===== config.mk =====
export PLATFORM = sky130hd
export DESIGN_NAME = serial_tx_frame_flat
export DESIGN_NICKNAME = d
export VERILOG_FILES = /design/src/rtl/serial_tx_frame_if.sv /design/src/rtl/serial_tx_frame.sv /design/src/flat_wrapper.sv
export SDC_FILE = /design/constraint.sdc
export NUM_CORES = 1
export LEC_CHECK = 0
export BUFFER_PORTS_ARGS = -buffer_cell sky130_fd_sc_hd__buf_2
export CAP_MARGIN = 10
export CORE_MARGIN = 2
export CORE_UTILIZATION = 25
export CTS_BUF_LIST = sky130_fd_sc_hd__clkbuf_4 sky130_fd_sc_hd__clkbuf_8 sky130_fd_sc_hd__clkbuf_16
export DETAILED_ROUTE_END_ITERATION = 6
export PLACE_DENSITY = 0.53
export SYNTH_ARGS = -nofsm -noshare
export SYNTH_HDL_FRONTEND = slang
export SYNTH_SLANG_ARGS = --single-unit
export TNS_END_PERCENT = 1

===== constraint.sdc =====
create_clock -name CLK -period 2.65 [get_ports CLK]
set_input_delay 0.3975 -clock CLK [delete_from_list [all_inputs] [get_ports CLK]]
set_output_delay 0.3975 -clock CLK [all_outputs]
set_load 0.02 [all_outputs]

===== src/rtl/serial_tx_frame_if.sv =====
// Handshake bundle between the frame transmitter and its requester:
// the START request, the payload, and the serial line with its status.
interface serial_tx_frame_if #(
  parameter int NBYTES = 5
);
  logic                  START;
  logic [8*NBYTES-1:0]   BUFFER;
  logic                  SIGNAL;
  logic                  BUSY;
  logic                  END;

  modport master (output START, BUFFER, input  SIGNAL, BUSY, END);
  modport slave  (input  START, BUFFER, output SIGNAL, BUSY, END);
endinterface


===== src/rtl/serial_tx_frame.sv =====
// Multi-byte UART frame transmitter: MSB byte first, 8 data bits LSB-first,
// optional idle gap between bytes. Define PARITY_EN to add a parity bit per frame.
module serial_tx_frame #(
  parameter int NBYTES       = 5,
  parameter int CLKS_PER_BIT = 868,
  parameter int GAP_BITS     = 0,
  parameter int PARITY_ODD   = 0
) (
  input  logic              CLK,
  input  logic              RESET,
  serial_tx_frame_if.slave  bus
);

  localparam int BW  = $clog2(CLKS_PER_BIT);
  localparam int BYW = $clog2(NBYTES + 1);
  localparam int GW  = (GAP_BITS > 1) ? $clog2(GAP_BITS) : 1;
  localparam int SW  = 8 * NBYTES;

  localparam logic [BW-1:0]  LAST_BAUD = BW'(CLKS_PER_BIT - 1);
  localparam logic [BYW-1:0] LAST_BYTE = BYW'(NBYTES - 1);
  localparam logic [GW-1:0]  LAST_GAP  = GW'((GAP_BITS > 0) ? GAP_BITS - 1 : 0);

  if (NBYTES < 1 || NBYTES > 64 || CLKS_PER_BIT < 2 ||
      GAP_BITS < 0 || GAP_BITS > 15 || PARITY_ODD < 0 || PARITY_ODD > 1) begin : g_cfg_err
    $error("serial_tx_frame: parameter out of range");
  end

  typedef enum logic [2:0] {
    IDLE,
    STARTB,
    DATA,
`ifdef PARITY_EN
    PARITY,
`endif
    STOP,
    GAP,
    DONE
  } state_t;

  state_t          state, state_d;
  logic [BW-1:0]   baud, baud_d;
  logic [2:0]      bit_idx, bit_idx_d;
  logic [BYW-1:0]  byte_idx, byte_idx_d;
  logic [GW-1:0]   gap_cnt, gap_cnt_d;
  logic [SW-1:0]   shreg, shreg_d;
  logic            start_q;
  logic            sig_q, sig_d;
  logic            start_edge;
  logic            tick;
  logic [7:0]      cur_byte_d;

  assign start_edge = bus.START & ~start_q;
  assign tick       = (baud == LAST_BAUD);

  always_ff @(posedge CLK or negedge RESET) begin
    if (!RESET) begin
      state    <= IDLE;
      baud     <= '0;
      bit_idx  <= '0;
      byte_idx <= '0;
      gap_cnt  <= '0;
      shreg    <= '0;
      start_q  <= 1'b0;
      sig_q    <= 1'b1;
    end else begin
      state    <= state_d;
      baud     <= baud_d;
      bit_idx  <= bit_idx_d;
      byte_idx <= byte_idx_d;
      gap_cnt  <= gap_cnt_d;
      shreg    <= shreg_d;
      start_q  <= bus.START;
      sig_q    <= sig_d;
    end
  end

  always_comb begin
    state_d    = state;
    baud_d     = baud;
    bit_idx_d  = bit_idx;
    byte_idx_d = byte_idx;
    gap_cnt_d  = gap_cnt;
    shreg_d    = shreg;

    // Baud counter free-runs inside any bit state and wraps on each bit boundary.
    if (state != IDLE && state != DONE)
      baud_d = tick ? '0 : baud + 1'b1;

    case (state)
      IDLE: begin
        if (start_edge) begin
          state_d    = STARTB;
          shreg_d    = bus.BUFFER;
          baud_d     = '0;
          bit_idx_d  = '0;
          byte_idx_d = '0;
          gap_cnt_d  = '0;
        end
      end
      STARTB: begin
        if (tick) begin
          state_d   = DATA;
          bit_idx_d = '0;
        end
      end
      DATA: begin
        if (tick) begin
          if (bit_idx == 3'd7) begin
`ifdef PARITY_EN
            state_d = PARITY;
`else
            state_d = STOP;
`endif
          end else begin
            bit_idx_d = bit_idx + 3'd1;
          end
        end
      end
`ifdef PARITY_EN
      PARITY: begin
        if (tick) state_d = STOP;
      end
`endif
      STOP: begin
        if (tick) begin
          if (byte_idx == LAST_BYTE) begin
            state_d = DONE;
          end else begin
            byte_idx_d = byte_idx + 1'b1;
            shreg_d    = shreg << 8;
            gap_cnt_d  = '0;
            state_d    = (GAP_BITS > 0) ? GAP : STARTB;
          end
        end
      end
      GAP: begin
        if (tick) begin
          if (gap_cnt == LAST_GAP) state_d = STARTB;
          else                     gap_cnt_d = gap_cnt + 1'b1;
        end
      end
      DONE: begin
        state_d = IDLE;
        baud_d  = '0;
      end
      default: state_d = IDLE;
    endcase
  end

  // The line is registered from the next-state view so the start bit appears
  // in the very cycle the START edge is accepted.
  always_comb begin
    cur_byte_d = shreg_d[SW-1 -: 8];
    sig_d      = 1'b1;
    case (state_d)
      STARTB: sig_d = 1'b0;
      DATA:   sig_d = cur_byte_d[bit_idx_d];
`ifdef PARITY_EN
      PARITY: sig_d = (^cur_byte_d) ^ PARITY_ODD[0];
`endif
      default: sig_d = 1'b1;
    endcase
  end

  assign bus.SIGNAL = sig_q;
  assign bus.BUSY   = (state != IDLE) && (state != DONE);
  assign bus.END    = (state == DONE);

endmodule

===== src/flat_wrapper.sv =====
// flat-port wrapper written by rule: the top's interface ports become plain ports
module serial_tx_frame_flat 
#(
  parameter int NBYTES       = 5,
  parameter int CLKS_PER_BIT = 868,
  parameter int GAP_BITS     = 0,
  parameter int PARITY_ODD   = 0
)
  (CLK, RESET, bus_START, bus_BUFFER, bus_SIGNAL, bus_BUSY, bus_END);
  serial_tx_frame_if #(.NBYTES(NBYTES)) bus_i ();
  input  logic CLK;
  input  logic RESET;
  input wire logic [$bits(bus_i.START)-1:0] bus_START;
  input wire logic [$bits(bus_i.BUFFER)-1:0] bus_BUFFER;
  output wire logic [$bits(bus_i.SIGNAL)-1:0] bus_SIGNAL;
  output wire logic [$bits(bus_i.BUSY)-1:0] bus_BUSY;
  output wire logic [$bits(bus_i.END)-1:0] bus_END;
  assign bus_i.START = bus_START;
  assign bus_i.BUFFER = bus_BUFFER;
  assign bus_SIGNAL = bus_i.SIGNAL;
  assign bus_BUSY = bus_i.BUSY;
  assign bus_END = bus_i.END;
  serial_tx_frame #(.NBYTES(NBYTES), .CLKS_PER_BIT(CLKS_PER_BIT), .GAP_BITS(GAP_BITS), .PARITY_ODD(PARITY_ODD)) u_core (.CLK(CLK), .RESET(RESET), .bus(bus_i));
endmodule

==> flow_summary.ini, run 1 <==
[critical_path]
startpoint_type = flip-flop
worstRegToRegCells = 8
crit_required_ns = 2.90
critPathMaxFanout = 35
crit_family = simple AND/OR/NAND/NOR gates
slowest_delay_ns = 0.41
cp_slowest_cell = dfrtp_1
r2r_end = u_core.bus.SIGNAL
path_class = flip-flop to flip-flop
cp.arrival_ns = 2.63
cp_cell_sequence = ha_1 > and4bb_4 > and3_4 > and2_4 > a221o_1 > mux2_2 > a22oi_2 > a31oi_1
r2r-start = u_core.baud[0]
endpoint_kind = flip-flop
path_buf_inv = 0
reg2reg_slack_ns = 0.27

[finish]
nFillCells = 1185
fin_area_um2 = 3580
insertedDiodeCount = 0
area_delta_synth_final_pct = 24.3
finalCoreUtilization_pct = 31.6
drive_gt1_share_pct = 22.3
multi_input_comb_area_um2 = 1250
regArea_um2 = 1530
final_nets = 389

[sta]
timing.final.crit_share_pct = 90.0
fin_crit_ns = 2.38
skew_ns = 0.00797
fin_hold_ws_ns = 0.183
setup_viol = 0
worst_slew_pin_slew_ns = 0.799
slew_violations = 0
hold_violations = 0
maxSlewHeadroom_pct = 46.7
fmax_mhz = 419
fin_setup_tns_ns = 0
rsz0062_at_grt = no
fin_ws_ns = 0.265

[grt]
grt_remaining_overflow = 0
grt_max_degree = 62
grt_pass1_vias = 2269
antenna_found_initial = 0
grt.total_usage_pct = 11.5
grt_pass1_wl_um = 11400

[clock_network]
clkTransAtPathRegs_ns = 0.05
cts_tree = built
clk_latency_ns = 0.33
ctsHoldBuffers = 0
htreeDepth = 3
clock_sinks = 61
numCtsBuffers = 9
ctsLongestPathBuffers = 2
postCtsSetupRepairBufs = 0
root_buffer = clkbuf_16
cts_resized = 0

[hold_path]
holdPathEnd = u_core.start_q
holdPathStages = 1
hp-class = input pin to flip-flop
min_from = bus_START

[floorplanning]
core_um2 = 11300
die_area_um2 = 12400
start_util_pct = 25.4
io_pins = 46
die_y_um = 111
die_w_um = 111
row_count = 39

[synthesis]
async_reset_ff_share_pct = 100
syn_area_um2 = 2880
syn_nets = 343
synth_top_area_share_pct = 52.1
yosysSeqAreaShare_pct = 53.0
synth_top_family_by_area = simple AND/OR/NAND/NOR gates
synthCells = 296
yosys-mux-area-fraction_pct = 1.48
synth-simple-area-share_pct = 20.5
ys.flop_type = dfrtp_1
synth.distinct_cells = 45
synth_warnings = 0
synth-seq-cells = 61
synth_edf_count = 0
synth_xor_area_share_pct = 2.43
yosys.area_share.adder_pct = 1.74
synthTopCellsByArea = dfrtp_1 52%, nand2_1 11%, a22oi_1 6.5%, a221o_1 2.4%, o21ai_0 2.3%
yosysTopAreaCell = dfrtp_1
syn_area_per_cell_um2 = 9.73
synth_compound_area_share_pct = 17.1

[route]
maxUsedRoutingLayer = met4
drt_iter0_markers = 172
avgViaCountPerCell = 4.68
met1_length_um = 3320
wirelength_um = 6670
drc_errors = 0
antenna_left = 0
drtPass1Iterations = 4
met3_length_um = 255
met2WireLength_um = 2950
vias = 2289
wl_per_cell_um = 13.6

[placed_design]
gp_congestion = 0.766
port_buffers = 45
place_area_um2 = 3250
place_hpwl_um = 4530
dp_slack_ns = 0.283

[run]
max_cap_viol_count = 0

[pwr]
power.leakage_nw = 1.69
peakVddDrop_mv = 0.336
power_density_nw_per_um2 = 808

[status]
status = finished, final reports clean
through the flow:
stage	instances	power, mW
after floorplan	296	1.48
after global placement	474	1.62
after detailed placement	474	1.63
after CTS	489	2.92
after global routing	489	3.05
final	489	2.89
where the power goes:
group | leakage (nW) | total (mW) | switching, mW | internal [mW]
clock network | 0.162 | 1.28 | 0.401 | 0.880
logic | 0.747 | 0.389 | 0.218 | 0.171
registers | 0.780 | 1.22 | 0.108 | 1.12
total | 1.69 | 2.89 | 0.727 | 2.17
layer usage:
| layer | vias up | global-route usage, % |
|---|---|---|
| met5 | - | 0 |
| met4 | 0 | 6.58 |
| met3 | 14 | 2.61 |
| met2 | 52 | 16.5 |
| met1 | 1093 | 15.9 |
| li1 | 1130 | - |
synthesized netlist by cell type, types with 2 or more instances:
library cell	number
buf_6	2
buf_2	3
nand4_1	5
a22oi_1	25
mux2i_1	2
xor2_1	7
o21ai_0	13
a21oi_1	5
nand2_1	82
a22o_1	2
mux2_2	2
nand3_1	6
clkbuf_1	6
ha_1	4
a221o_1	7
a31oi_1	2
buf_1	5
and3_1	2
inv_1	7
nand2b_1	3
and2_1	8
o31ai_1	2
dfrtp_1	60
nor2b_1	3
nor3_1	2
nor2_1	12
worst max-delay path by stage:
stage                    from                 to  cells past startpoint
6_report       u_core.baud[0]  u_core.bus.SIGNAL                      8
3_5_place_dp   u_core.baud[0]  u_core.bus.SIGNAL                      8
2_1_floorplan  u_core.baud[0]  u_core.bus.SIGNAL                     10
3_3_place_gp   u_core.baud[0]  u_core.bus.SIGNAL                      8
5_1_grt        u_core.baud[0]  u_core.bus.SIGNAL                      9
4_1_cts        u_core.baud[0]  u_core.bus.SIGNAL                      8
cell families after synthesis:
kind of cell	after synthesis
adders and majority gates	4
and+or+nand+nor	130
DFF	61
AOI/OAI and AO/OA	66
buffers and inverters	23
muxes	4
xor gates and xnor gates	8
area by class of cell:
cell class | instances | area share [%]
clock buffers | 12 | 7.27
clock inverters | 3 | 1.92
multi-input cells | 212 | 34.9
repair buffers | 51 | 7.55
flip-flops and latches | 61 | 42.7
well taps | 143 | 5.00
inverters | 7 | 0.734
flip-flops by register name, summed over array words and instances, names as in the netlist:
| name | cells |
|---|---|
| u_core.shreg | 40 |
| u_core.baud | 10 |
| u_core.bit_idx | 3 |
| u_core.byte_idx | 3 |
| u_core.state | 3 |
| u_core.bus.SIGNAL | 1 |
| u_core.start_q | 1 |
cell usage in the layout (no fill, tap or decap), types with 2 or more instances in the layout:
cell,Yosys,final
a21oi_1,5,5
a221o_1,7,7
a22o_1,2,2
a22oi_1,25,25
a31oi_1,2,2
and2_1,8,8
and3_1,2,2
buf_2,3,45
buf_4,0,6
bufinv_16,0,2
clkbuf_16,0,9
clkbuf_8,0,2
dfrtp_1,60,60
ha_1,4,4
inv_1,7,7
mux2_2,2,2
mux2i_1,2,2
nand2_1,82,82
nand2b_1,3,3
nand3_1,6,6
nand4_1,5,5
nor2_1,12,12
nor2b_1,3,3
nor3_1,2,2
o21ai_0,13,13
o31ai_1,2,2
xor2_1,7,7
No activity file was read; power rests on OpenSTA's default activity.
==> inputs of run 2 (changes only) <==
--- a/config.mk
+++ b/config.mk
@@ -7,11 +7,10 @@
 export LEC_CHECK = 0
 export BUFFER_PORTS_ARGS = -buffer_cell sky130_fd_sc_hd__buf_2
 export CAP_MARGIN = 10
-export CORE_MARGIN = 2
-export CORE_UTILIZATION = 25
+export CORE_UTILIZATION = 50
 export CTS_BUF_LIST = sky130_fd_sc_hd__clkbuf_4 sky130_fd_sc_hd__clkbuf_8 sky130_fd_sc_hd__clkbuf_16
 export DETAILED_ROUTE_END_ITERATION = 6
-export PLACE_DENSITY = 0.53
+export PLACE_DENSITY = 0.83
 export SYNTH_ARGS = -nofsm -noshare
 export SYNTH_HDL_FRONTEND = slang
 export SYNTH_SLANG_ARGS = --single-unit
==> run 2 against run 1 <==
Compared with the run above:
- total power down 15%
- routed wire length down 8.3%
- cell count is 14% lower
- largest cell class unchanged
- via count up 1.0%
==> flow_summary.ini, run 2 (same netlist as run 1, synthesis figures left out) <==
[status]
status = finished, final reports clean

[route]
wirelength_um = 6120
drc_errors = 0
wl_per_cell_um = 14.6
drtPass1Iterations = 4
vias = 2312
avgViaCountPerCell = 5.52
antenna_left = 0
drt_iter0_markers = 298

[critical_path]
startpoint_type = flip-flop
endpoint_kind = flip-flop
path_buf_inv = 0
cp.arrival_ns = 2.62
slowest_delay_ns = 0.42
crit_required_ns = 2.91
cp_slowest_cell = dfrtp_1
path_class = flip-flop to flip-flop
cp_cell_sequence = ha_1 > and4bb_4 > and3_4 > and2_4 > a221o_1 > mux2_2 > a22oi_2 > a31oi_1
critPathMaxFanout = 35
crit_family = simple AND/OR/NAND/NOR gates

[grt]
grt_pass1_wl_um = 10500
grt_remaining_overflow = 0
antenna_found_initial = 0
grt_pass1_vias = 2255
grt.total_usage_pct = 22.8
grt_max_degree = 36

[sta]
setup_viol = 0
worst_slew_pin_slew_ns = 0.778
rsz0062_at_grt = no
slew_violations = 0
fin_hold_ws_ns = 0.131
maxSlewHeadroom_pct = 47.6
hold_violations = 0
timing.final.crit_share_pct = 89.1
skew_ns = 0.00901
fin_setup_tns_ns = 0
fmax_mhz = 424
fin_crit_ns = 2.36

[clock_network]
ctsHoldBuffers = 0
postCtsSetupRepairBufs = 0
htreeDepth = 3
root_buffer = clkbuf_8
ctsLongestPathBuffers = 2
numCtsBuffers = 9
cts_resized = 0
cts_tree = built
clk_latency_ns = 0.34
clock_sinks = 61
clkTransAtPathRegs_ns = 0.07

[floorplanning]
core_um2 = 5540
die_area_um2 = 6070
die_w_um = 77.9
die_y_um = 77.9
io_pins = 46
start_util_pct = 52.0
row_count = 27

[finish]
mostFrequentLayoutCells = 82 x nand2_1, 60 x dfrtp_1, 45 x buf_2, 25 x a22oi_1, 13 x o21ai_0
final_common_cell = nand2_1
largest_reg_flops = 40
drive_gt1_share_pct = 22.2
top_regs = u_core.shreg (40), u_core.baud (10)
final_nets = 389
area_delta_synth_final_pct = 17.5
largest-register = u_core.shreg
insertedDiodeCount = 0
finalCoreUtilization_pct = 61.1

[placed_design]
gp_congestion = 0.856
place_hpwl_um = 4190
port_buffers = 45

[pwr]
peakVddDrop_mv = 0.406
power_density_nw_per_um2 = 731
power_mw = 2.47
power.leakage_nw = 1.64

[run]
max_cap_viol_count = 0

[hold_path]
hp-class = input pin to asynchronous set/reset pin
==> run 2: changes by cell type in the layout (fill, tap and decap cells not counted) <==
| cell | previous run | this run |
|---|---|---|
| clkinvlp_4 | 0 | 2 |
| bufinv_16 | 2 | 1 |
| clkbuf_8 | 2 | 11 |
| clkinv_2 | 0 | 1 |
| buf_12 | 0 | 1 |
| clkbuf_4 | 1 | 0 |
| and3b_1 | 0 | 1 |
| buf_4 | 6 | 5 |
| clkbuf_16 | 9 | 0 |
| and3b_2 | 1 | 0 |
==> run 2: worst paths after layout <==
kind	start	to	slack, ns	cells past startpoint
worst max-delay path	u_core.baud[0]	u_core.bus.SIGNAL	0.29	8
worst min-delay path	RESET	u_core.shreg[2]	0.13	1
worst max register to register	u_core.baud[0]	u_core.bus.SIGNAL	0.29	8
worst min register to register	u_core.shreg[9]	u_core.shreg[9]	0.48	2
max in group asynchronous	RESET	u_core.bus.SIGNAL	1.84	2
min in group CLK	bus_START	u_core.start_q	0.18	1
==> run 2: layer usage <==
layer	vias to the layer above	routed length, µm	GRT usage, %
li1	1127	-	-
met5	-	0	0
met4	0	125	9.07
met2	75	2820	34.1
met3	14	307	6.59
met1	1096	2860	31.4
==> run 2: stage by stage <==
step / setup WS (ns) / area [µm²] / std cells
global route: 0.142 / 3380 / 419
floorplan: 0.364 / 2880 / 296
CTS: 0.299 / 3380 / 419
global placement: 0.349 / 3170 / 403
detailed placement: 0.300 / 3170 / 403
finish: 0.289 / 3380 / 419
==> run 2: cell type report <==
class	instances	area (µm²)
fill	472	2160
multi-input combinational	212	1250
inverter	7	26.3
timing repair buffer	51	283
tap	72	90.1
sequential	61	1530
clock inverter	5	58.8
clock buffer	11	151
==> run 2: report_power, final <==
part           total [mW]  switching [mW]  internal, mW
clock network       0.860           0.375         0.485
registers            1.23           0.112          1.11
logic               0.387           0.218         0.169
total                2.47           0.706          1.77
